$ cat src/rtl/seq_booth_multiplier_if.sv
// Start/done handshake bundle for the sequential Booth multiplier.
// master drives the request, slave returns status and the registered product.
interface seq_booth_multiplier_if #(
  parameter int WIDTH = 32
);
  logic               start;
  logic               signed_mode;
  logic [WIDTH-1:0]   multiplicand;
  logic [WIDTH-1:0]   multiplier;
  logic               busy;
  logic               done;
  logic [2*WIDTH-1:0] product;

  modport master (
    output start, signed_mode, multiplicand, multiplier,
    input  busy, done, product
  );

  modport slave (
    input  start, signed_mode, multiplicand, multiplier,
    output busy, done, product
  );
endinterface

$ cat src/rtl/seq_booth_multiplier.sv
// Multi-cycle radix-4 Booth multiplier, one digit per clock.
// Optional BOOTH_ZERO_BYPASS_EN: zero operands finish in one cycle.
module seq_booth_multiplier #(
  parameter int WIDTH = 32
) (
  input logic                  clk,
  input logic                  clr,
  seq_booth_multiplier_if.slave mul
);
  localparam int E  = WIDTH + 2;
  localparam int N  = E / 2;
  localparam int CW = $clog2(N + 1);

  typedef enum logic [1:0] {
    IDLE,
    RUN,
    DONE
  } state_t;

  state_t             state;
  state_t             state_n;
  logic [2*E-1:0]     acc;
  logic [2*E-1:0]     acc_sum;
  logic [2*E-1:0]     acc_n;
  logic [E:0]         q;
  logic [E-1:0]       m;
  logic [E-1:0]       pp;
  logic [CW-1:0]      cnt;
  logic [2*WIDTH-1:0] product;
  logic               busy;
  logic               done;
  logic               accept;
  logic               last;
  logic               skip;
  logic [E-1:0]       m_ext;
  logic [E-1:0]       q_ext;

  assign accept = mul.start && (state != RUN);
  assign last   = (state == RUN) && (cnt == CW'(N - 1));

`ifdef BOOTH_ZERO_BYPASS_EN
  assign skip = (mul.multiplicand == '0) ||
                (mul.multiplier == '0);
`else
  assign skip = 1'b0;
`endif

  // Two extra bits keep unsigned operands positive in E-bit two's complement.
  assign m_ext = {{2{mul.signed_mode & mul.multiplicand[WIDTH-1]}},
                  mul.multiplicand};
  assign q_ext = {{2{mul.signed_mode & mul.multiplier[WIDTH-1]}},
                  mul.multiplier};

  always_ff @(posedge clk) begin
    if (clr) begin
      state <= IDLE;
    end else begin
      state <= state_n;
    end
  end

  always_comb begin
    state_n = state;
    unique case (state)
      IDLE, DONE: begin
        if (accept) begin
          state_n = skip ? DONE : RUN;
        end else begin
          state_n = IDLE;
        end
      end
      RUN: begin
        state_n = last ? DONE : RUN;
      end
      default: begin
        state_n = IDLE;
      end
    endcase
  end

  always_comb begin
    busy = 1'b0;
    done = 1'b0;
    unique case (state)
      RUN:     busy = 1'b1;
      DONE:    done = 1'b1;
      default: begin
        busy = 1'b0;
        done = 1'b0;
      end
    endcase
  end

  always_comb begin
    pp = '0;
    unique case (q[2:0])
      3'b001, 3'b010: pp = m;
      3'b011:         pp = m << 1;
      3'b100:         pp = -(m << 1);
      3'b101, 3'b110: pp = -m;
      default:        pp = '0;
    endcase
  end

  assign acc_sum = {acc[2*E-1:E] + pp, acc[E-1:0]};
  assign acc_n   = $signed(acc_sum) >>> 2;

  always_ff @(posedge clk) begin
    if (clr) begin
      acc     <= '0;
      q       <= '0;
      m       <= '0;
      cnt     <= '0;
      product <= '0;
    end else if (accept) begin
      acc <= '0;
      cnt <= '0;
      m   <= m_ext;
      q   <= {q_ext, 1'b0};
      if (skip) begin
        product <= '0;
      end
    end else if (state == RUN) begin
      acc <= acc_n;
      q   <= $signed(q) >>> 2;
      cnt <= cnt + CW'(1);
      if (last) begin
        product <= acc_n[2*WIDTH-1:0];
      end
    end
  end

  assign mul.busy    = busy;
  assign mul.done    = done;
  assign mul.product = product;
endmodule

$ cat src/flat_wrapper.sv
// flat-port wrapper written by rule: the top's interface ports become plain ports
module seq_booth_multiplier_flat 
#(
  parameter int WIDTH = 32
)
  (clk, clr, mul_start, mul_signed_mode, mul_multiplicand, mul_multiplier, mul_busy, mul_done, mul_product);
  seq_booth_multiplier_if #(.WIDTH(WIDTH)) mul_i ();
  input logic clk;
  input logic clr;
  input wire logic [$bits(mul_i.start)-1:0] mul_start;
  input wire logic [$bits(mul_i.signed_mode)-1:0] mul_signed_mode;
  input wire logic [$bits(mul_i.multiplicand)-1:0] mul_multiplicand;
  input wire logic [$bits(mul_i.multiplier)-1:0] mul_multiplier;
  output wire logic [$bits(mul_i.busy)-1:0] mul_busy;
  output wire logic [$bits(mul_i.done)-1:0] mul_done;
  output wire logic [$bits(mul_i.product)-1:0] mul_product;
  assign mul_i.start = mul_start;
  assign mul_i.signed_mode = mul_signed_mode;
  assign mul_i.multiplicand = mul_multiplicand;
  assign mul_i.multiplier = mul_multiplier;
  assign mul_busy = mul_i.busy;
  assign mul_done = mul_i.done;
  assign mul_product = mul_i.product;
  seq_booth_multiplier #(.WIDTH(WIDTH)) u_core (.clk(clk), .clr(clr), .mul(mul_i));
endmodule
$ cat config.mk
export PLATFORM = sky130hd
export DESIGN_NAME = seq_booth_multiplier_flat
export DESIGN_NICKNAME = d
export VERILOG_FILES = /design/src/rtl/seq_booth_multiplier_if.sv /design/src/rtl/seq_booth_multiplier.sv /design/src/flat_wrapper.sv
export SDC_FILE = /design/constraint.sdc
export NUM_CORES = 1
export LEC_CHECK = 0
export CAP_MARGIN = 20
export CELL_PAD_IN_SITES_DETAIL_PLACEMENT = 0
export CELL_PAD_IN_SITES_GLOBAL_PLACEMENT = 2
export CORE_MARGIN = 2
export CORE_UTILIZATION = 35
export CTS_CLUSTER_SIZE = 10
export DETAILED_ROUTE_END_ITERATION = 12
export PLACE_DENSITY = 0.94
export SLEW_MARGIN = 5
export SYNTH_ARGS = -nofsm -noshare
export SYNTH_HDL_FRONTEND = slang
export SYNTH_SLANG_ARGS = --single-unit
$ cat constraint.sdc
create_clock -name clk -period 6.4 [get_ports clk]
set_input_delay 0.64 -clock clk [delete_from_list [all_inputs] [get_ports clk]]
set_output_delay 0.64 -clock clk [all_outputs]
set_load 0.1 [all_outputs]
==> out/qor.csv, run 1 <==
metric,value,unit
crit start category,flop,
vias,10457,
Root Buffer Master,clkbuf_16,
Setup Skew,0.0130,ns
ys async rst share,0,
synth-to-layout area growth,21.0,%
global-route wire length before repair,52900,um
Starting Density,0.357,
"most used cell, CP",o21ai_0,
n_diodes,0,
All-Layer GR Usage,0.195,
RePlAce Congestion,0.906,
critical path class,flop to flop,
CTS tree,built,
top-count cell post-synth,nand2_1,
Crit path arrival time,5.41,ns
Clock Pin Slew Worst Setup and Hold Paths,0.05,ns
largest net degree at the start of global routing,99,
Avg Inst Size Synth,7.50,sq um
setup ws final,1.39,ns
post-route ant nets,0,
sequential area share after synthesis,0.372,
drc violations,0,
max-slew violations,0,
layout net count,1638,
count of cell types in the netlist,70,
Setup TNS Final,0,ns
Post-CTS Hold Buffers,0,
crit-path cells,nand3_1 > o21ai_0 > a22oi_1 > o21ai_0 > ha_1 > and4_1 > and3_1 > a21boi_0 > o21ai_0 > a22oi_1 > o21bai_1 > mux2_2 > nor3_1 > nor3b_2,
routing usage on met2,0.318,
area of all sequential standard cells,4060,sq um
leakage power,4.92,nW
post-cts resize count,0,
die area,32700,sq um
top post-synthesis cells by area,"dfxtp_1 (37%), nand2_1 (13%), a21oi_1 (9.6%)",
M3 GR Usage,0.0393,
max_cap viols,0,
DRT iter0 DRCs,790,
GR peak layer,met2,
relative slew slack,0.296,
Die Wd,181,um
Final Cycle Share,0.783,
Mapped Area,10900,sq um
RSZ-0062 raised after global routing,no,
CTS buffer count,25,
Worst Path Max Fanout,21,
fin crit period,5.01,ns
FP Rows,64,
most common library cells after synthesis,"nand2_1 (366), a21oi_1 (209), dfxtp_1 (203)",
Syn Inst Count,1459,
dpl cells,1902,
wire per inst,16.9,um
Post-DP HPWL,22000,um
Initial DRT Pass Iterations,5,
Worst Hold Class,flop to flop,
GR Overflow Total,0,
Crit. End Element,flop,
Worst Path Buf+Inv,0,
Critical Path Max Stage Delay,0.86,ns
Worst Path Required,6.79,ns
CTS H-tree depth,1,
Yosys reg bits,203,
final setup vio count,0,
"CP delay by family, top",compound AO/OA/AOI/OAI gates,
DP Worst Slack,1.51,ns
maximum vdd drop,184,uV
Post-synth EDFFs,0,
num ports,134,
initial antenna violation count,1,
Peak Freq,199,MHz
Synth top area share,0.372,
pwr dens,243,nW/um^2
port bufs,133,
multi-input logic area,6420,sq um
maximum clock path buffer count,3,
worst skew pair latency,0.54,ns
Die H,181,um
post-synth net total,1564,
Fillers,3142,
Post CTS Setup Buffer Count,0,
CTS Sinks,203,
Via density,5.39,
Post-Route WL,32800,um
outcome,"complete, no violations",
Synth warnings,0,
ys flop type,dfxtp_1,
vias in the first global route,9967,
worst slew pin tran,1.05,ns
dominant cell type by area after synthesis,dfxtp_1,
Final Hold Fails,0,
Core ar.,30700,sq um
"Max stage delay cell, worst path",dfxtp_1,
layout cells sized above 1,0.0480,
"non-filler cells, final",1939,
met1 usage,0.257,
worst min-delay path, delay by kind of cell, from the launching register on:
| family | cells | cell delay [ns] |
|---|---|---|
| flops | 1 | 0.30 |
| compound gates | 1 | 0.05 |
| simple gates | 1 | 0.05 |
layout make-up:
| class | instances | share of cell area |
|---|---|---|
| multi-input cells | 1136 | 0.485 |
| flip-flops and latches | 203 | 0.307 |
| repair buffers | 152 | 0.111 |
| clock buffers | 35 | 0.0531 |
| well taps | 396 | 0.0374 |
| inverters | 15 | 0.00425 |
| clock inverters | 2 | 0.00189 |
per-stage QoR:
| stage | hold WS (ns) | cell area (sq um) | util | total power, W |
|---|---|---|---|---|
| 2_1_floorplan | 0.432 | 10900 | - | 0.00178 |
| 3_3_place_gp | 0.444 | 12500 | 0.408 | 0.00196 |
| 3_5_place_dp | 0.446 | 12500 | 0.408 | 0.00196 |
| 4_1_cts | 0.454 | 13200 | 0.432 | 0.00326 |
| 5_1_grt | 0.473 | 13200 | 0.432 | 0.00338 |
| 6_report | 0.451 | 13200 | 0.432 | 0.00322 |
power by group:
group          switching, W  internal [W]
logic              0.000366      0.000215
registers         0.0000467       0.00131
clock network      0.000531      0.000755
total              0.000944       0.00228
layout by cell type (no fill, tap or decap), types with 4 or more instances in the layout:
cell type / instances
a211oi_1: 39
a21o_1: 19
a21oi_1: 209
a22o_1: 6
a22oi_1: 28
a31oi_1: 7
and2_1: 5
and3_1: 10
and4_1: 4
buf_4: 20
clkbuf_1: 6
clkbuf_16: 25
clkbuf_8: 4
clkdlybuf4s50_1: 131
dfxtp_1: 203
ha_1: 36
inv_1: 14
mux2i_1: 32
nand2_1: 366
nand2b_1: 5
nand3_1: 23
nand4_1: 9
nor2_1: 89
nor2b_1: 4
nor3_1: 22
o21a_1: 5
o21ai_0: 73
o21bai_1: 8
o31ai_1: 4
or2_2: 5
or3_1: 7
or4_1: 5
xnor2_1: 40
xor2_1: 22
path summary, 6_finish.rpt:
| check | startpoint | endpoint | slack (ns) | cells after the start |
|---|---|---|---|---|
| max | u_core.q[0] | u_core.acc[65] | 1.39 | 14 |
| min | u_core.mul.product[15] | u_core.mul.product[15] | 0.45 | 2 |
| max reg2reg | u_core.q[0] | u_core.acc[65] | 1.39 | 14 |
| min reg2reg | u_core.mul.product[15] | u_core.mul.product[15] | 0.45 | 2 |
registers in the layout (all words and copies together) (netlist names):
register            count
u_core.acc             64
u_core.mul.product     64
u_core.cnt              5
u_core.q               35
u_core.state            2
u_core.m               33
kinds of logic (layout without fill, tap and decap cells):
family / after synthesis / in the layout / share of synthesized area
xor+xnor: 62 / 62 / 0.0497
flops: 203 / 203 / 0.372
mux: 33 / 33 / 0.0303
compound gates: 429 / 429 / 0.235
fa+ha+maj: 37 / 37 / 0.0430
simple gates: 575 / 575 / 0.228
buf+inv: 120 / 204 / 0.0427
layer usage:
layer / up-vias / routed length [um]
li1: 5220 / -
met1: 4881 / 15000
met2: 294 / 14700
met3: 60 / 2050
met4: 2 / 1020
met5: - / 15
No activity file was read; power rests on OpenSTA's default activity.
==> run 2, diff against run 1 <==
- CORE_UTILIZATION: 35 -> 29
- PLACE_DENSITY: 0.94 -> 0.84
- clock period: 6.4 -> 4.56 ns (I/O delays scaled with it)
==> out/qor.csv, run 2 (synthesis results as in run 1) <==
metric,value,unit,change
leakage power,5.62,nW,+14%
Worst Hold Class,primary input to flop,,
post-route ant nets,0,,unchanged
Clk pwr share,0.418,,+0.019
max-slew violations,0,,unchanged
CTS tree,built,,
maximum vdd drop,269,uV,+46%
global-route wire length before repair,55800,um,+5.5%
metal3 WL,2020,um,-1.5%
Net Sw Power,0.00143,W,+52%
maximum clock path buffer count,3,,unchanged
Post-CTS Hold Buffers,0,,unchanged
n_diodes,0,,unchanged
Final Cycle Share,0.951,,+0.167
Final Total Pwr,0.00494,W,+53%
Crit. End Element,flop,,
layout cells sized above 1,0.130,,+0.0816
Setup Skew,0.0143,ns,+0.00127 ns
crit start category,flop,,
cell internal pwr,0.00351,W,+54%
metal2 WL,15800,um,+7.0%
dpl cells,2135,,+12%
"CP delay by family, top",simple AND/OR/NAND/NOR gates,,
worst skew pair latency,0.55,ns,about the same
num ports,134,,unchanged
Gate power share,0.200,,+0.020
RePlAce Congestion,0.832,,-8.2%
Peak Freq,231,MHz,+16%
crit-path cells,or4_4 > nor4_2 > nand4_1 > or3_1 > inv_1 > a21oi_1 > nor2_1 > a31oi_1 > a22o_1 > ha_1 > nand2_1 > nor2_1 > and3_1 > a22oi_1 > o21bai_1 > mux2_2 > nor3_1 > nor3b_2,,
largest net degree at the start of global routing,74,,-25%
Final Hold Fails,0,,unchanged
CTS Sinks,203,,unchanged
R2R Setup Slk,0.23,ns,-1.16 ns
All-Layer GR Usage,0.176,,-0.0184
Seq pwr share,0.382,,-0.039
Initial DRT Pass Iterations,5,,unchanged
critical path class,flop to flop,,
most frequent cells in the layout,"nand2_1 (365), a21oi_1 (208), dfxtp_1 (202), buf_4 (139), clkdlybuf4s50_1 (131)",,
final setup vio count,0,,unchanged
CTS H-tree depth,1,,unchanged
drc violations,0,,unchanged
vias,10782,,+3.1%
Final Cell Area,14500,sq um,+9.5%
DP Area,13500,sq um,+8.3%
wire per inst,16.1,um,-4.6%
final hold slack,0.365,ns,-0.0864 ns
Post-DP HPWL,24800,um,+13%
Sw Share,0.290,,-0.00302
die area,39300,sq um,+20%
Post-Route WL,35200,um,+7.1%
Core ar.,37400,sq um,+22%
"most used cell, CP",nor2_1,,
initial antenna violation count,1,,unchanged
"non-filler cells, final",2178,,+12%
pwr dens,341,nW/um^2,+40%
Worst Path Buf+Inv,1,,+1
relative slew slack,0.290,,-0.00670
Critical Path Max Stage Delay,0.59,ns,-0.27 ns
layout net count,1760,,+7.4%
DRT iter0 DRCs,638,,-19%
Worst Path Required,4.96,ns,-1.83 ns
Starting Density,0.292,,-0.0642
Via density,4.95,,-8.2%
CTS buffer count,27,,+8.0%
"Max stage delay cell, worst path",or4_4,,
biggest regs,"u_core.acc (64), u_core.mul.product (64), u_core.q (35)",,
Die Wd,198,um,+9.6%
fin crit period,4.33,ns,-0.679 ns
vias in the first global route,10445,,+4.8%
Fillers,3898,,+24%
"most common cell after layout, fill and taps aside",nand2_1,,
Crit path arrival time,4.74,ns,-0.67 ns
Root Buffer Master,clkbuf_16,,
port bufs,133,,unchanged
Die H,198,um,+9.6%
worst slew pin tran,1.06,ns,+0.0100 ns
Clock Pin Slew Worst Setup and Hold Paths,0.06,ns,about the same
Worst Path Max Fanout,5,,-76%
GR Overflow Total,0,,unchanged
DR top layer,met5,,
outcome,"complete, no violations",,
max_cap viols,0,,unchanged
synth-to-layout area growth,32.4,%,
M1 WL,16100,um,+7.4%
FP Rows,71,,+11%
-- run 2: changes by cell type in the layout (fill, tap and decap cells not counted), sizes merged --
| cell | delta |
|---|---|
| buf | +120 |
| clkbuf | -1 |
| bufinv | +2 |
| inv | +1 |
| clkinvlp | +1 |
| clkinv | +1 |
-- run 2: cell type report --
| cell class | count | area [sq um] | share of cell area |
|---|---|---|---|
| Inverter | 15 | 56.3 | 0.00389 |
| Multi-Input combinational cell | 1136 | 6500 | 0.448 |
| Clock inverter | 7 | 106 | 0.00734 |
| Sequential cell | 203 | 4070 | 0.281 |
| Tap cell | 511 | 639 | 0.0441 |
| Timing Repair Buffer | 272 | 2380 | 0.164 |
| Clock buffer | 34 | 742 | 0.0512 |
-- run 2: worst paths after layout --
| kind | start | end | cells past startpoint |
|---|---|---|---|
| worst min register to register | u_core.mul.product[47] | u_core.mul.product[47] | 2 |
| worst max-delay path | u_core.m[8] | u_core.acc[65] | 18 |
| worst max register to register | u_core.m[8] | u_core.acc[65] | 18 |
| worst min-delay path | clr | u_core.state[0] | 2 |
-- run 2: what timing repair did --
item	CTS	global route
hold endpoints to repair	0	0
endpoints found under the setup margin	2	27
setup buffers	0	2
gates resized for setup	1	28
pin swaps	0	5
-- run 2: routing by layer --
metal,track usage,up-vias
met2,0.286,243
met1,0.231,5021
met3,0.0365,61
met4,0.0654,2
li1,-,5455
met5,0,-
-- run 2: power groups by stage --
| stage | Clock (W) | Combinational (W) | Sequential (W) |
|---|---|---|---|
| detailed placement | 0 | 0.000971 | 0.00192 |
| CTS | 0.00213 | 0.000976 | 0.00188 |
| finish | 0.00206 | 0.000988 | 0.00189 |
| floorplan | 0 | 0.000589 | 0.00191 |
| global placement | 0 | 0.000963 | 0.00192 |
| global route | 0.00220 | 0.00109 | 0.00189 |
-- run 2: per-stage QoR --
stage / setup TNS (ns) / setup slack, ns / utilization
3_5_place_dp: -0.0188 / -0.0188 / 0.362
6_report: 0 / 0.225 / 0.387
5_1_grt: -0.0167 / -0.0114 / 0.387
3_3_place_gp: 0 / 0.0611 / 0.362
2_1_floorplan: 0 / 0.316 / -
4_1_cts: 0 / 0.00808 / 0.385
==> run 3, diff against run 2 <==
- GPL_ROUTABILITY_DRIVEN: default -> 1
==> results of run 3 <==
Final layout, timing and power as in run 2 (identical DEF).
